<file path="config.mk">
export PLATFORM = sky130hd
export DESIGN_NAME = apb_master_arbiter
export DESIGN_NICKNAME = d
export VERILOG_FILES = /design/src/rtl/apb_master_arbiter.sv
export SDC_FILE = /design/constraint.sdc
export NUM_CORES = 1
export LEC_CHECK = 0
export ABC_AREA = 1
export CAP_MARGIN = 30
export CELL_PAD_IN_SITES_DETAIL_PLACEMENT = 0
export CELL_PAD_IN_SITES_GLOBAL_PLACEMENT = 2
export CORE_UTILIZATION = 19
export CTS_CLUSTER_DIAMETER = 150
export DETAILED_ROUTE_END_ITERATION = 8
export PLACE_DENSITY_LB_ADDON = 0.25
export SLEW_MARGIN = 20
export SYNTH_ARGS = -nofsm -noshare
export SYNTH_HDL_FRONTEND = slang
export SYNTH_SLANG_ARGS = --single-unit
</file>
<file path="constraint.sdc">
create_clock -name pclk -period 2.33 [get_ports pclk]
set_input_delay 0.699 -clock pclk [delete_from_list [all_inputs] [get_ports pclk]]
set_output_delay 0.699 -clock pclk [all_outputs]
set_load 0.02 [all_outputs]
</file>
<file path="src/rtl/apb_master_arbiter.sv">
// Two-requester APB master: round-robin grant, SETUP/ACCESS sequencing, completion returned to owner.
// Optional wait-state watchdog enabled by defining APB_TIMEOUT_EN (limit set by TIMEOUT_CYCLES).
module apb_master_arbiter #(
    parameter int TIMEOUT_CYCLES = 15
) (
    input  logic       pclk,
    input  logic       preset,
    input  logic [1:0] req,
    input  logic [1:0] wr,
    input  logic [2:0] addr0,
    input  logic [2:0] addr1,
    input  logic [7:0] wdata0,
    input  logic [7:0] wdata1,
    output logic [1:0] done,
    output logic [7:0] rdata,
    output logic       err,
    output logic       busy,
    output logic       psel_x,
    output logic       penable,
    output logic       pwrite,
    output logic [2:0] paddr,
    output logic [7:0] pwdata,
    input  logic       pready,
    input  logic       pslverr,
    input  logic [7:0] prdata
);

    typedef enum logic [1:0] {
        ST_IDLE   = 2'd0,
        ST_SETUP  = 2'd1,
        ST_ACCESS = 2'd2
    } state_t;

    state_t     state_reg;
    logic       owner_reg;
    logic       last_owner_reg;
    logic       grant_next;
    logic       timeout_hit;
    logic       in_access;
    logic       xfer_end;
    logic [2:0] req_addr  [2];
    logic [7:0] req_wdata [2];

    assign req_addr[0]  = addr0;
    assign req_addr[1]  = addr1;
    assign req_wdata[0] = wdata0;
    assign req_wdata[1] = wdata1;

    // On a tie the requester that did not own the bus last wins; otherwise the sole requester.
    assign grant_next = (req == 2'b11) ? ~last_owner_reg : req[1];

`ifdef APB_TIMEOUT_EN
    logic [7:0] wait_cnt_reg;
    assign timeout_hit = (wait_cnt_reg == 8'(TIMEOUT_CYCLES)) && !pready;
`else
    logic timeout_unused;
    assign timeout_unused = (TIMEOUT_CYCLES != 0);
    assign timeout_hit    = 1'b0;
`endif

    assign in_access = (state_reg == ST_ACCESS);
    assign xfer_end  = in_access && (pready || timeout_hit);
    assign busy      = (state_reg != ST_IDLE);

    // A same-cycle pready takes priority over the watchdog abort.
    assign rdata = (in_access && pready && !pwrite) ? prdata : 8'h00;
    assign err   = in_access && (pready ? pslverr : timeout_hit);

    genvar gi;
    generate
        for (gi = 0; gi < 2; gi++) begin : g_done
            assign done[gi] = xfer_end && (owner_reg == 1'(gi));
        end
    endgenerate

    always_ff @(posedge pclk) begin
        if (preset) begin
            state_reg      <= ST_IDLE;
            owner_reg      <= 1'b0;
            last_owner_reg <= 1'b1;
            psel_x         <= 1'b0;
            penable        <= 1'b0;
            pwrite         <= 1'b0;
            paddr          <= 3'd0;
            pwdata         <= 8'h00;
`ifdef APB_TIMEOUT_EN
            wait_cnt_reg   <= 8'd0;
`endif
        end else begin
            case (state_reg)
                ST_IDLE: begin
                    if (|req) begin
                        pwrite         <= wr[grant_next];
                        paddr          <= req_addr[grant_next];
                        pwdata         <= req_wdata[grant_next];
                        owner_reg      <= grant_next;
                        last_owner_reg <= grant_next;
                        psel_x         <= 1'b1;
                        state_reg      <= ST_SETUP;
                    end
                end
                ST_SETUP: begin
                    penable   <= 1'b1;
                    state_reg <= ST_ACCESS;
`ifdef APB_TIMEOUT_EN
                    wait_cnt_reg <= 8'd0;
`endif
                end
                ST_ACCESS: begin
                    if (xfer_end) begin
                        psel_x    <= 1'b0;
                        penable   <= 1'b0;
                        state_reg <= ST_IDLE;
                    end
`ifdef APB_TIMEOUT_EN
                    else begin
                        wait_cnt_reg <= wait_cnt_reg + 8'd1;
                    end
`endif
                end
                default: begin
                    psel_x    <= 1'b0;
                    penable   <= 1'b0;
                    state_reg <= ST_IDLE;
                end
            endcase
        end
    end

endmodule
</file>
# == Word level (Yosys, flattened, before mapping) ==
# Index checks and enable logic that the tools add are counted.
# op_classes
bitwise_logic,5
muxes,18
n_reduce_logical,13
eq_ne,5
n_lt_le_gt_ge,2
# op_table
operator,n
$mux 8,4
$mux 3,3
$mux 1,6
$pmux 1 s3,2
$pmux 2 s3,1
$reduce_and 2->1,3
$logic_and 1x1->1,5
$eq 2x2->1 const B,2
$mux 2,2
$not 1->1,4
$reduce_and 3->1,1
$eq 2x1->1 const B,1
$ge 2x2->1 const B,1
$logic_not 2->1,1
$lt 1x2->1 const B,1
$ne 2x1->1 const B,1
$ne 2x2->1 const B,1
$not 1->2,1
$reduce_bool 2->1,1
$reduce_or 2->1,1
$logic_not 1->1,1
# totals
out_inout_bits,26
word_cells,51
register_bits,18
input_bits,38

# == Longest topological paths before layout ==
# logic_depth
word_depth,6
ltp_mapped,8
ltp_nobuf,6

# == Worst setup path after synthesis ==
# OpenSTA, ideal clock, no wires.
# synth_timing
path_type,input to output
startpoint,input pready
endpoint,output rdata[0]
n_path_buf,0
path_slack_ns,0.364
cell_stages,2
required_time_ns,1.631
arrival_time_ns,1.267
path_cell_list,nand4_1 > nor2_1
# synth_via
elab_chain_len,3
# synth_lines
item,line_no,rtl
"start, declared",23,"input logic pready,"
$logic_and 1x1->1 (2 in series),66,assign rdata = (in_access && pready && !pwrite) ? prdata : 8'h00;
$mux 8,66,
"end, declared",15,"output logic [7:0] rdata,"
# No other way between the ends.

# == Worst setup path after layout ==
# layout_timing
startpoint,input pslverr
endpoint,output err
# layout_via
elab_chain_len,2
# layout_lines
item,line_no,rtl
"start, declared",24,"input logic pslverr,"
$mux 1,67,assign err = in_access && (pready ? pslverr : timeout_hit);
$logic_and 1x1->1,67,
"end, declared",16,"output logic err,"
# No other way between the ends.

==> impl_results.rst <==
.. list-table::
   :header-rows: 1

   * - Metric
     - Value
   * - Run status
     - finished clean
   * - Clock tree root buffer cell
     - clkbuf_8
   * - Maximum VDD drop
     - 0.000275 V
   * - Biggest cell delay along the critical path
     - 450 ps
   * - Maximum level of the CTS H-tree
     - 1
   * - Count of unique library cells instantiated by Yosys
     - 17
   * - Combined buffer and inverter count along the critical path
     - 3
   * - Clock-pin slew of the registers on the worst-case setup and hold paths
     - 70 ps
   * - Top Layer Used
     - met4
   * - GRT Resource Usage Total
     - 0.105
   * - Via count of the first global-routing pass
     - 1077
   * - Leakage Power
     - 0.000860 uW
   * - Standard cell core area
     - 5570 sq um
   * - Remaining Overflow, GRT
     - 0
   * - Cell class contributing the biggest share of worst-path delay
     - buffers and inverters
   * - Cell Count Post-Placement
     - 310
   * - RSZ-0062 raised after global routing
     - no
   * - Crit start category
     - input port
   * - Average size of a mapped cell
     - 6.28 sq um
   * - Final non-filler cell total
     - 313
   * - Post-synth design cell area
     - 1120 sq um
   * - Detailed Place HPWL
     - 2.50 mm
   * - Clock buffers created by TritonCTS
     - 3
   * - Number of max-slew violations in the final report
     - 0
   * - Max-slew headroom at the worst pin
     - 0.711
   * - Number of routed nets with antenna violations
     - 0
   * - Fin Clk Skew
     - 3.43 ps
   * - Timing-limited maximum frequency
     - 0.447 GHz
   * - Slowest-stage cell, CP
     - clkdlybuf4s50_1
   * - Number of optimization iterations in the first detailed-route pass
     - 4
   * - Type of element capturing the critical path
     - output port
   * - Initial cell density of the core
     - 0.201
   * - Area growth from synthesis to layout
     - 63.3%
   * - Number of cells produced by synthesis
     - 178
   * - Detailed-routed wire length on met3
     - 213 um
   * - Count of final hold-check violations
     - 0
   * - Weighted congestion at the end of routability-driven global placement
     - 0.700
   * - Post-Route WL
     - 3.20 mm
   * - Standard-cell row count
     - 27
   * - Share of the cycle needed by the critical path after routing
     - 0.961
   * - Longest Clk Path Bufs
     - 2
   * - Worst Path Class, Setup
     - in -> out
   * - Routed metal-1 wire length
     - 1.39 mm
   * - Total met2 wirelength after detailed routing
     - 1.56 mm
   * - Fraction of layout instances using a drive strength above 1
     - 0.170
   * - Maximum number of pins on one net before global-route repair
     - 25
   * - Synthesized netlist net count
     - 216
   * - DP Area
     - 1820 sq um
   * - Total power divided by cell area
     - 523 nW/um^2
   * - Sequential fraction of the synthesis area
     - 0.322
   * - CTS tree
     - built
   * - Diodes inserted
     - 0
   * - Clock insertion delay at the later pin of the skew report
     - 250 ps
   * - Final total negative setup slack
     - 0 ps
   * - Transition at the pin with the smallest max-transition slack
     - 432 ps
   * - WP data arrival
     - 1540 ps
   * - Filler cells
     - 645
   * - Top-Level Pins
     - 64
   * - Detailed-route via count
     - 1202
   * - Cells traversed along the worst timing path
     - clkdlybuf4s50_1 > inv_1 > nor2_1 > clkdlybuf4s15_2
   * - Data required time at the worst endpoint
     - 1630 ps
   * - Antenna violations before repair
     - 0
   * - Die footprint
     - 6200 sq um
   * - Number of flip-flops in the largest register
     - 8
   * - Worst Hold Class
     - reg -> reg
   * - Post-CTS Setup Repair Bufs
     - 0
   * - Final setup violation count
     - 0
   * - DR DRC count
     - 0
   * - Maxcap violations
     - 0
   * - Floorplan die height
     - 78.7 um
   * - Final period demand of the worst path
     - 2240 ps
   * - Vias per std cell
     - 3.84
   * - Register bit count reported by yosys
     - 18
   * - Wire length of the first global-routing pass
     - 5.03 mm
   * - Synth Warn #
     - 0
   * - Library cell with the largest summed area after synthesis
     - dfxtp_1
   * - Avg WL per Cell
     - 10.2 um
   * - Summed area of non-filler cells in the final layout
     - 1830 sq um
   * - Share of the synthesized area in the top cell type
     - 0.322
   * - Ranking of synthesized cells by area
     - dfxtp_1 32%, nand2_1 13%, nor2_1 10%, inv_1 9.1%, nand3_1 7.2%
   * - DRC marker count from the first detailed-route iteration
     - 34
   * - Critical-path maximum fanout
     - 1
   * - Die W
     - 78.7 um
   * - Clock sink count
     - 18
   * - Post-layout nets
     - 281
   * - Port Buffers
     - 63
==> kinds of logic (layout without fill, tap and decap cells) <==
| family | Yosys count | count (layout) | share of synthesized area |
|---|---|---|---|
| and+or+nand+nor | 105 | 105 | 0.418 |
| DFF | 18 | 18 | 0.322 |
| AOI/OAI and AO/OA | 17 | 17 | 0.106 |
| buffers and inverters | 38 | 101 | 0.153 |
==> cell usage after synthesis <==
| cell type | number |
|---|---|
| buf_6 | 3 |
| inv_1 | 27 |
| nand4_1 | 1 |
| nor2_4 | 1 |
| dfxtp_1 | 18 |
| nand2_1 | 38 |
| nand2_2 | 10 |
| nor2_2 | 7 |
| a21boi_0 | 4 |
| nand3_1 | 16 |
| buf_2 | 5 |
| a21oi_1 | 4 |
| nor3_1 | 1 |
| nor2_1 | 31 |
| a21oi_2 | 1 |
| inv_2 | 3 |
| a21boi_1 | 8 |
==> per-stage QoR <==
step	power, uW	hold slack [ps]	util	worst slack, ps
finish	956	508	0.328	91.9
floorplan	587	463	-	364
global route	1020	529	0.328	41.2
detailed placement	751	510	0.326	-548
global placement	752	500	0.326	-528
CTS	974	521	0.328	95.6
==> worst min-delay path: stages (launching register included) <==
cell and delay, ps:
dfxtp_1 330, nand2_1 80, a21oi_2 50
==> per-layer routing <==
layer,vias to the layer above,track usage
met3,4,0.0264
met2,38,0.189
met5,-,0
li1,659,-
met4,0,0.0278
met1,501,0.121
==> cells in the final DEF (no fill, tap or decap) <==
| cell | instances |
|---|---|
| nand3_1 | 16 |
| nand2_2 | 10 |
| dlygate4sd2_1 | 1 |
| a21oi_2 | 1 |
| clkbuf_8 | 3 |
| inv_1 | 27 |
| nand4_1 | 1 |
| nand2_1 | 38 |
| buf_4 | 7 |
| buf_6 | 1 |
| a21boi_1 | 8 |
| nor2_4 | 1 |
| clkdlybuf4s15_2 | 2 |
| nor3_1 | 1 |
| inv_2 | 3 |
| a21oi_1 | 4 |
| clkdlybuf4s50_1 | 51 |
| nor2_2 | 7 |
| dfxtp_1 | 18 |
| nor2_1 | 31 |
| a21boi_0 | 4 |
| buf_2 | 6 |
==> cell type report <==
| cell class | instances | area, sq um | share of cell area |
|---|---|---|---|
| Clock buffer | 3 | 41.3 | 0.0226 |
| Inverter | 30 | 113 | 0.0616 |
| Multi-Input combinational cell | 122 | 587 | 0.321 |
| Sequential cell | 18 | 360 | 0.197 |
| Tap cell | 72 | 90.1 | 0.0493 |
| Timing Repair Buffer | 68 | 636 | 0.348 |
==> power by group <==
part / internal (uW) / switching (uW)
registers: 345 / 21.4
logic: 178 / 190
clock network: 115 / 107
==> worst paths after layout <==
check	startpoint	end	slack, ps	cells after the start
max reg2reg	state_reg[0]	pwdata[0]	1090	7
max	pslverr	err	90	4
min reg2reg	owner_reg	owner_reg	510	2
min	owner_reg	owner_reg	510	2
==> what timing repair did <==
item,CTS,global route
hold buffers,0,0
gates resized for setup,47,0
hold endpoints to repair,0,0
setup endpoints to repair,11,0
Power figures use the tool's default switching activity.
